--- config.mk ---
export PLATFORM = sky130hd
export DESIGN_NAME = pipe_stage_reg
export DESIGN_NICKNAME = d
export VERILOG_FILES = /design/src/rtl/pipe_stage_reg.sv
export SDC_FILE = /design/constraint.sdc
export NUM_CORES = 1
export LEC_CHECK = 0
export ABC_AREA = 1
export CAP_MARGIN = 30
export CORE_AREA = 10 10 87 164
export CTS_CLUSTER_SIZE = 30
export DETAILED_ROUTE_END_ITERATION = 7
export DIE_AREA = 0 0 97 174
export PLACE_DENSITY = 0.8
export SLEW_MARGIN = 25
export SYNTH_ARGS = -nofsm -noshare
export SYNTH_HDL_FRONTEND = slang
export SYNTH_SLANG_ARGS = --single-unit
--- constraint.sdc ---
create_clock -name clk -period 0.8 [get_ports clk]
set_input_delay 0.24 -clock clk [delete_from_list [all_inputs] [get_ports clk]]
set_output_delay 0.24 -clock clk [all_outputs]
set_load 0.03 [all_outputs]
--- src/rtl/pipe_stage_reg.sv ---
// pipe_stage_reg: parametrised inter-stage pipeline register for the five-stage core.
// It carries an opaque payload plus a valid bit between two adjacent stages and
// supports flush, bubble insertion and hold. It also returns a multi-cycle side
// channel (temp value and cycle count) to the upstream stage while that stage is stalled.
// Optional feature macro: PIPE_STAT_EN builds saturating bubble/hold statistics
// counters. When the macro is undefined, both counters are tied to zero.
module pipe_stage_reg #(
    parameter int                DATA_W    = 32,
    parameter logic [DATA_W-1:0] NOP_VALUE = '0,
    parameter int                STALL_W   = 6,
    parameter int                STAGE_IDX = 3,
    parameter int                TMP_W     = 64,
    parameter int                CNT_W     = 2
) (
    input  logic               clk,
    input  logic               rst,
    input  logic [STALL_W-1:0] stall,
    input  logic               flush,
    input  logic               in_valid,
    input  logic [DATA_W-1:0]  in_data,
    output logic               out_valid,
    output logic [DATA_W-1:0]  out_data,
    input  logic [TMP_W-1:0]   mc_tmp_i,
    input  logic [CNT_W-1:0]   mc_cnt_i,
    output logic [TMP_W-1:0]   mc_tmp_o,
    output logic [CNT_W-1:0]   mc_cnt_o,
    output logic [1:0]         mode,
    output logic [15:0]        bubble_cnt,
    output logic [15:0]        hold_cnt
);

    typedef enum logic [1:0] {
        MODE_IDLE   = 2'd0,
        MODE_PASS   = 2'd1,
        MODE_BUBBLE = 2'd2,
        MODE_HOLD   = 2'd3
    } mode_t;

    if (STAGE_IDX > STALL_W - 2 || STAGE_IDX < 0 || DATA_W < 1 || TMP_W < 1 || CNT_W < 1) begin : g_param_check
        $error("pipe_stage_reg: illegal parameters (STAGE_IDX=%0d STALL_W=%0d DATA_W=%0d TMP_W=%0d CNT_W=%0d)",
               STAGE_IDX, STALL_W, DATA_W, TMP_W, CNT_W);
    end

    logic  su;
    logic  sd;
    mode_t next_mode;
    logic  stall_unused;

    assign su = stall[STAGE_IDX];
    assign sd = stall[STAGE_IDX+1];
    // Only two stall bits matter here; the rest of the vector belongs to other stages.
    assign stall_unused = ^stall;

    // Pick this edge's action: flush > bubble > pass > hold. su=0,sd=1 falls into pass.
    always_comb begin
        next_mode = MODE_PASS;
        if (flush) begin
            next_mode = MODE_IDLE;
        end else if (su && !sd) begin
            next_mode = MODE_BUBBLE;
        end else if (!su) begin
            next_mode = MODE_PASS;
        end else begin
            next_mode = MODE_HOLD;
        end
    end

    // Payload, valid, side channel and mode registers; hold simply keeps everything but mode.
    always_ff @(posedge clk or negedge rst) begin
        if (!rst) begin
            out_valid <= 1'b0;
            out_data  <= NOP_VALUE;
            mc_tmp_o  <= '0;
            mc_cnt_o  <= '0;
            mode      <= MODE_IDLE;
        end else begin
            mode <= next_mode;
            case (next_mode)
                MODE_IDLE: begin
                    out_valid <= 1'b0;
                    out_data  <= NOP_VALUE;
                    mc_tmp_o  <= '0;
                    mc_cnt_o  <= '0;
                end
                MODE_BUBBLE: begin
                    // The upstream multi-cycle op keeps its partial result while it is stalled.
                    out_valid <= 1'b0;
                    out_data  <= NOP_VALUE;
                    mc_tmp_o  <= mc_tmp_i;
                    mc_cnt_o  <= mc_cnt_i;
                end
                MODE_PASS: begin
                    out_valid <= in_valid;
                    out_data  <= in_valid ? in_data : NOP_VALUE;
                    mc_tmp_o  <= '0;
                    mc_cnt_o  <= '0;
                end
                default: begin
                end
            endcase
        end
    end

`ifdef PIPE_STAT_EN
    // Saturating statistics; flush leaves them alone and only reset clears them.
    always_ff @(posedge clk or negedge rst) begin
        if (!rst) begin
            bubble_cnt <= 16'h0000;
            hold_cnt   <= 16'h0000;
        end else begin
            if (next_mode == MODE_BUBBLE && bubble_cnt != 16'hFFFF) begin
                bubble_cnt <= bubble_cnt + 16'd1;
            end
            if (next_mode == MODE_HOLD && hold_cnt != 16'hFFFF) begin
                hold_cnt <= hold_cnt + 16'd1;
            end
        end
    end
`else
    assign bubble_cnt = 16'h0000;
    assign hold_cnt   = 16'h0000;
`endif

`ifndef SYNTHESIS
    // The stall controller never stops downstream while upstream keeps running.
    illegal_stall_a : assert property (@(posedge clk) disable iff (!rst) !(!su && sd))
        else $error("pipe_stage_reg: illegal stall combination su=0 sd=1");
`endif

endmodule
# [Yosys cells after proc, flatten, opt, wreduce, memory -nomap -nowiden]
# Cells that the tools add are included.
[totals] reg_bits=101
[classes] muxes=8 reduce_logical=7 eq_ne=2
[op_table] operator="case mux 64 bit (2 select lines)" count=1
[op_table] operator="case mux 32 bit (2 select lines)" count=1
[op_table] operator="two-way mux 32 bit" count=1
[op_table] operator="two-way mux 2 bit" count=3
[op_table] operator="case mux 2 bit (2 select lines)" count=1
[op_table] operator="nonzero test 2 bit" count=2
[op_table] operator="OR reduction 2 bit" count=2
[op_table] operator="equality test 2 x 1 -> 1 bit, second input constant" count=1
[op_table] operator="equality test 2 bit, second input constant" count=1
[op_table] operator="logical NOT 2 bit" count=1
[op_table] operator="case mux 1 bit (2 select lines)" count=1
[op_table] operator="logical AND 1 bit" count=1
[op_table] operator="logical NOT 1 bit" count=1

# [Longest topological paths before layout]
# Gate-level depths: netlist of run 1.
[depth] depth_word=7 depth_mapped=6

# [Worst setup path before layout of run 1]
# Ideal clock, no wire load.
[synth_path] kind="input -> register" start="input port stall[4]" end="register mc_tmp_o[61]" path_buffers=3 required_time_ns=0.682 stages=5 arrival_time_ns=0.824 path_slack_ns=-0.142 path_cell_list="buf_2 -> buf_4 -> buf_4 -> nand4_1 -> nand2_1"
[synth_between] elab_chain_cells=7 word_cells_on_any_way=10 classes_between="eq/ne: 2; mux: 3; reduce/logical: 5"
[synth_rtl] element="from (decl)" line="17" text="input logic [STALL_W-1:0] stall,"
[synth_rtl] element="logical NOT 1 bit *" line="59" text="end else if (su && !sd) begin"
[synth_rtl] element="logical AND 1 bit *" line="59"
[synth_rtl] element="two-way mux 2 bit *" line="59"
[synth_rtl] element="two-way mux 2 bit *" line="57" text="if (flush) begin"
[synth_rtl] element="equality test 2 x 1 -> 1 bit or logical NOT 2 bit (tied branches)" line="78" text="case (next_mode)"
[synth_rtl] element="OR reduction 2 bit (no line)"
[synth_rtl] element="case mux 64 bit (2 select lines) or nonzero test 2 bit (tied branches)"
[synth_rtl] element="to (signal assigned)" line="89" text="mc_tmp_o <= mc_tmp_i;"
[synth_rtl] element="to (decl)" line="25" text="output logic [TMP_W-1:0] mc_tmp_o,"
# Mark *: on every way between the ends. The rest lies on a longest branch, timed or not.
# A chain may end at the register's enable or synchronous reset.

# [Worst setup path after layout of run 1]
[layout_path] start="register out_data[14]" end="output port out_data[14]"
[layout_rtl] element="from (decl)" line="22" text="output logic [DATA_W-1:0] out_data,"
[layout_rtl] element="from (signal assigned)" line="94" text="out_data <= in_valid ? in_data : NOP_VALUE;"
# No word-level cell between the ends.

==> flow_metrics.env, run 1 <==
export IMPL_status="finished with violations"
export IMPL_violations="negative setup slack"
export IMPL_synth_seq_cells=101
export IMPL_synth_top_area_frac=0.558
export IMPL_critPathBufInv=1
export IMPL_crit_family="flip-flops"
export IMPL_synth_flop_cell="dfrtp_1"
export IMPL_final_cell_area_sq_um=7620
export IMPL_fin_nets=841
export IMPL_area_growth_pct=68.1
export IMPL_switching_share=0.288
export IMPL_drt_vias_per_instance=4.98
export IMPL_grt_use_met2=0.321
export IMPL_track_usage=0.180
export IMPL_crit_chain="buf_6"
export IMPL_crit_fanout=2
export IMPL_fin_skew_ns=0
export IMPL_synth_edf_count=0
export IMPL_vias=4398
export IMPL_synthTopCellsByArea="dfrtp_1 56%, nand2_1 14%, nand4_1 6.2%"
export IMPL_drt_wl_total_mm=16.1
export IMPL_cts_buffers_inserted=9
export IMPL_start_kind="flop"
export IMPL_ff2ff_setup_slack_ns=-0.08
export IMPL_rsz0062_at_grt="yes"
export IMPL_drv_cap=0
export IMPL_synth_most_common_cell="nand2_1"
export IMPL_dpl_cell_area_sq_um=6530
export IMPL_antenna_cells=0
export IMPL_met1_usage=0.179
export IMPL_cp_required_ns=0.56
export IMPL_slew_violations=0
export IMPL_rr_startpoint="mc_tmp_o[12]"
export IMPL_synth_area_per_cell_sq_um=9.19
export IMPL_p_leak_nw=3.72
export IMPL_synth_area_sq_um=4530
export IMPL_grt_overflow_total=0
export IMPL_finalCritPeriodShare=1.43
export IMPL_initial_core_util=0.387
export IMPL_htree_levels=3
export IMPL_critical_path_class="flop to output port"
export IMPL_crit_path_end_kind="output port"
export IMPL_synth_distinct_cells=18
export IMPL_hp_class="input pin to flop"
export IMPL_hold_viol_final=0
export IMPL_hpwl_mm=11.4
export IMPL_critical_path_depth=1
export IMPL_drc=0
export IMPL_finalCriticalPeriod_ns=1.15
export IMPL_dp_slack_ns=-0.630
export IMPL_syn_inst=493
export IMPL_ios=241
export IMPL_endpoint="out_data[14]"
export IMPL_fin_ws_ns=-0.345
export IMPL_core_sq_um=11700
export IMPL_use_met3=0.0639
export IMPL_power_mw=12.0
export IMPL_yosysWarnings=0
export IMPL_fp_dieArea_sq_um=16900
export IMPL_grt_pass1_wl_mm=25.2
export IMPL_wl_per_cell_um=18.3
export IMPL_drive_gt1_frac=0.308
export IMPL_setup_viol_count_final=107
export IMPL_p_sw_mw=3.46
export IMPL_clkSinkCount=101
export IMPL_gp_congestion=0.828
export IMPL_die_h_um=174
export IMPL_ir_drop_uv=1110
export IMPL_cp_slowest_stage_delay_ns=0.42
export IMPL_reg2reg_to="mc_tmp_o[12]"
export IMPL_first_global_vias=4751
export IMPL_path_clk_slew_ns=0.07
export IMPL_std_cell_rows=56
export IMPL_cts_tree="built"
export IMPL_clock_path_buffers=2
export IMPL_root_buffer="clkbuf_16"
export IMPL_portBuffers=204
export IMPL_fmax_mhz=873
export IMPL_hold_slack_ns=0.280
export IMPL_antenna_found_initial=0
export IMPL_ys_seq_area_frac=0.558
export IMPL_grt_max_degree=47
export IMPL_top_usage_layer="met2"
export IMPL_clock_latency_ns=0.34
export IMPL_yosys_area_top_type="dfrtp_1"
export IMPL_fp_dieW_um=97
export IMPL_reg2regPathDepth=4
export IMPL_combPwrFrac=0.206
export IMPL_drtPass1Iterations=4
export IMPL_synth_common_cells="164 x nand2_1, 101 x dfrtp_1, 45 x nand4_1"
export IMPL_p_int_mw=8.54
export IMPL_clkPwrFrac=0.345
export IMPL_slowest_stage="dfrtp_1"
export IMPL_drt_iter0_markers=171
export IMPL_powerDensity_nw_per_um2=1570
export IMPL_power_share_sequential=0.449
export IMPL_ant_nets=0
export IMPL_critPathArrivalTime_ns=0.91
export IMPL_crit_start="out_data[14]"
export IMPL_async_reset_ff_frac=1.00
==> worst min path at each step <==
stage	startpoint	end	slack (ns)	cells past startpoint
after global placement	rst	out_valid	0.28	2
after detailed placement	rst	out_data[28]	0.27	2
final	flush	mode[0]	0.28	2
after CTS	flush	mode[0]	0.26	2
after floorplan	rst	mc_cnt_o[0]	-0.06	0
after global routing	flush	mode[0]	0.28	2
==> final cells by class <==
| type | instances | area [sq um] |
|---|---|---|
| repair buffers | 270 | 2940 |
| clock inverters | 6 | 47.5 |
| inverters | 11 | 48.8 |
| clock buffers | 10 | 229 |
| flip-flops and latches | 101 | 2530 |
| fillers | 881 | 4080 |
| multi-input cells | 340 | 1640 |
| well taps | 145 | 181 |
==> metrics by stage <==
step / std cells / TNS, ns / util
after floorplan: 524 / -2.32 / -
after global placement: 821 / -56.74 / 0.558
after detailed placement: 821 / -58.82 / 0.558
after CTS: 863 / -33.50 / 0.630
after global routing: 883 / -36.11 / 0.651
final: 883 / -32.75 / 0.651
==> per-layer routing <==
metal	vias to the layer above	share of wire
met5	-	0
met4	0	0.041
met3	37	0.080
met2	203	0.53
met1	2118	0.35
li1	2040	-
==> layout by cell type, fill, tap and decap left out, drive strengths merged <==
cell           instances
clkdlybuf4s15          1
nor2                   9
buf                  169
clkinv                 1
dlygate4sd2            1
clkinvlp               3
nand2                165
conb                  32
dlygate4sd3            1
inv                   13
nand4                 45
a21oi                 57
dfrtp                101
clkdlybuf4s50         98
nand3                 32
clkbuf                10
==> timing repair <==
item,4_1_cts,5_1_grt
pin swaps,1,15
resized for setup,102,28
cloned,0,0
endpoints found under the hold margin,101,0
buffers inserted,25,27
endpoints found under the setup margin,201,118
hold buffers,1,0
==> flip-flops by register name, summed over array words and instances, names as in the netlist <==
| name | cells |
|---|---|
| mode | 2 |
| mc_tmp_o | 64 |
| out_data | 32 |
| out_valid | 1 |
| mc_cnt_o | 2 |
==> logic make-up (layout without fill, tap and decap cells) <==
family                 Yosys count  in the layout  synth area share
flip-flops                     101            101             0.558
AO/OA/AOI/OAI                   57             57            0.0820
other                            1             32          0.000827
buffers and inverters           83            297             0.117
AND/OR/NAND/NOR                251            251             0.243
==> power groups by stage <==
stage	clock, mW	combinational, mW	sequential [mW]
final	4.13	2.48	5.39
after global routing	4.45	2.63	5.40
after CTS	4.24	2.40	5.38
after detailed placement	0	2.24	5.45
after global placement	0	2.20	5.45
after floorplan	0	0.883	5.76
Power figures use the tool's default switching activity.
==> inputs of run 2 (changes only) <==
--- a/config.mk
+++ b/config.mk
@@ -5,12 +5,11 @@
 export SDC_FILE = /design/constraint.sdc
 export NUM_CORES = 1
 export LEC_CHECK = 0
-export ABC_AREA = 1
 export CAP_MARGIN = 30
-export CORE_AREA = 10 10 87 164
+export CORE_AREA = 10 10 87 165
 export CTS_CLUSTER_SIZE = 30
 export DETAILED_ROUTE_END_ITERATION = 7
-export DIE_AREA = 0 0 97 174
+export DIE_AREA = 0 0 97 175
 export PLACE_DENSITY = 0.8
 export SLEW_MARGIN = 25
 export SYNTH_ARGS = -nofsm -noshare
==> flow_metrics.env, run 2 <==
export IMPL_status="finished with violations"
export IMPL_violations="negative setup slack"
export IMPL_initial_core_util=0.394
export IMPL_largest_registers="mc_tmp_o: 64 flops, out_data: 32 flops"
export IMPL_drc=0
export IMPL_synth_distinct_cells=15
export IMPL_grt_max_degree=39
export IMPL_synth_area_mux_share=0.143
export IMPL_drt_iter0_markers=99
export IMPL_grt_pass1_wl_mm=23.1
export IMPL_critical_path_depth=1
export IMPL_synth_seq_cells=101
export IMPL_synth_fa_ha_area_frac=0
export IMPL_critical_path_class="flop to output port"
export IMPL_hold_viol_final=0
export IMPL_crit_chain="buf_6"
export IMPL_synth_compound_area_frac=0.0893
export IMPL_slowest_stage="dfrtp_1"
export IMPL_ir_drop_uv=1280
export IMPL_combPwrFrac=0.211
export IMPL_track_usage=0.167
export IMPL_synth_edf_count=0
export IMPL_fin_tns_setup_ns=-32.77
export IMPL_ys_seq_area_frac=0.548
export IMPL_wl_per_cell_um=19.0
export IMPL_setup_viol_count_final=131
export IMPL_fmax_mhz=879
export IMPL_drtPass1Iterations=4
export IMPL_hp_class="input pin to flop"
export IMPL_slew_violations=0
export IMPL_fin_nets=759
export IMPL_crit_path_end_kind="output port"
export IMPL_holdPathStages=2
export IMPL_dp_cells=732
export IMPL_yosysWarnings=0
export IMPL_fin_ws_ns=-0.338
export IMPL_rsz0062_at_grt="yes"
export IMPL_layout_commonest_cell="buf_6"
export IMPL_drv_cap=0
export IMPL_powerDensity_nw_per_um2=1620
export IMPL_synth_area_sq_um=4610
export IMPL_critPathBufInv=1
export IMPL_first_global_vias=4120
export IMPL_cts_buffers_inserted=9
export IMPL_clkPwrFrac=0.365
export IMPL_n_fill_cell=866
export IMPL_drt_wl_total_mm=15.2
export IMPL_antenna_cells=0
export IMPL_clock_path_buffers=2
export IMPL_grt_overflow_total=0
export IMPL_syn_inst=400
export IMPL_ant_nets=0
export IMPL_drt_vias_per_instance=4.73
export IMPL_synth_top_family_by_area="multiplexers"
export IMPL_cp_required_ns=0.56
export IMPL_path_clk_slew_ns=0.07
export IMPL_synthTopCellsByArea="dfrtp_1 55%, mux2i_1 14%, o22ai_2 8.7%"
export IMPL_std_cell_rows=56
export IMPL_synth_top_area_frac=0.548
export IMPL_crit_fanout=2
export IMPL_largest_reg_flops=64
export IMPL_start_kind="flop"
export IMPL_area_growth_pct=70.2
export IMPL_core_sq_um=11700
export IMPL_cts_tree="built"
export IMPL_synth_xor_xnor_area_share=0
export IMPL_mostFrequentLayoutCells="108 x buf_6, 101 x dfrtp_1, 98 x clkdlybuf4s50_1"
export IMPL_finalCritPeriodShare=1.42
export IMPL_reg2regPathDepth=3
export IMPL_synth_flop_cell="dfrtp_1"
export IMPL_p_leak_nw=3.84
export IMPL_critPathArrivalTime_ns=0.90
export IMPL_synth_most_common_cell="dfrtp_1"
export IMPL_synth_area_per_cell_sq_um=11.5
export IMPL_cp_slowest_stage_delay_ns=0.42
export IMPL_stdcell_count=801
export IMPL_p_int_mw=9.38
export IMPL_power_share_sequential=0.424
export IMPL_clkSinkCount=101
export IMPL_finalCriticalPeriod_ns=1.14
export IMPL_yosys_area_top_type="dfrtp_1"
export IMPL_root_buffer="clkbuf_16"
export IMPL_drive_gt1_frac=0.357
export IMPL_synth_simple_gate_area_frac=0.109
export IMPL_die_h_um=175
export IMPL_portBuffers=204
export IMPL_htree_levels=3
export IMPL_antenna_found_initial=0
export IMPL_p_sw_mw=3.34
export IMPL_fp_dieArea_sq_um=17000
export IMPL_gp_congestion=0.771
export IMPL_crit_family="flip-flops"
export IMPL_synth_common_cells="101 x dfrtp_1, 66 x mux2i_1, 66 x nor2_1"
export IMPL_power_mw=12.7
export IMPL_regMostFlops="mc_tmp_o"
export IMPL_switching_share=0.263
export IMPL_hpwl_mm=10.7
export IMPL_fp_dieW_um=97
export IMPL_async_reset_ff_frac=1.00
export IMPL_fin_skew_ns=0
export IMPL_ios=241
export IMPL_vias=3788
export IMPL_clock_latency_ns=0.33
==> run 2: changes by cell type in the layout (fill, tap and decap cells not counted), sizes merged, moves of 2 or more <==
cell      previous run  this run
a21oi               57         1
nor2                 9        66
nand3               32         0
nand2              165        65
bufinv               0         2
inv                 13         5
o22ai                0        33
bufbuf               0         3
nand4               45         0
clkinvlp             3         1
mux2i                0        66
==> run 2: area by class of cell <==
type | count | area, sq um | share of cell area
Inverter | 3 | 11.3 | 0.00143
Clock buffer | 10 | 229 | 0.0292
Sequential cell | 101 | 2530 | 0.322
Multi-Input combinational cell | 265 | 1750 | 0.223
Timing Repair Buffer | 271 | 3060 | 0.390
Tap cell | 145 | 181 | 0.0231
Clock inverter | 6 | 93.8 | 0.0120
==> run 2: what timing repair did <==
action / in CTS / in global routing
setup buffers: 24 / 31
gates cloned: 7 / 0
resized for setup: 111 / 25
setup endpoints to repair: 201 / 130
hold buffers: 1 / 0
pin swaps: 3 / 15
hold endpoints to repair: 101 / 0
==> run 2: power groups by stage <==
stage / logic (mW) / registers, mW / clock network, mW
after CTS: 2.62 / 5.39 / 4.78
after global routing: 2.84 / 5.41 / 5.00
after global placement: 2.26 / 5.45 / 0
after floorplan: 1.03 / 5.78 / 0
after detailed placement: 2.30 / 5.46 / 0
final: 2.68 / 5.40 / 4.65
==> run 2: routing by layer <==
layer | vias to the layer above | global-route usage | share of wire
met5 | - | 0 | 0
met4 | 0 | 0.0464 | 0.015
met3 | 12 | 0.0514 | 0.064
met2 | 162 | 0.308 | 0.55
met1 | 1850 | 0.177 | 0.37
li1 | 1764 | - | -
==> run 2: cells by family after synthesis <==
kind of cell	after synthesis
flip-flops	101
AO/OA/AOI/OAI	34
AND/OR/NAND/NOR	133
other	1
multiplexers	66
buffers and inverters	65
==> run 2: final timing paths <==
check	startpoint	end	slack, ns
setup / recovery	mc_tmp_o[33]	mc_tmp_o[33]	-0.34
hold / removal	flush	mode[0]	0.09
setup reg to reg	mc_tmp_o[32]	mc_tmp_o[32]	-0.09
hold reg to reg	mc_tmp_o[36]	mc_tmp_o[36]	0.55
max in group asynchronous	rst	mc_tmp_o[48]	0.07
min in group asynchronous	rst	mc_tmp_o[24]	0.28
==> run 2: per-stage QoR <==
step,hold WS [ns],utilization,setup slack [ns],cell area (sq um)
finish,0.0865,0.671,-0.338,7850
global route,0.104,0.671,-0.367,7850
CTS,0.0755,0.652,-0.359,7630
detailed placement,0.0886,0.559,-0.682,6540
global placement,0.0869,0.559,-0.621,6540
floorplan,-0.0556,-,-0.0811,4780
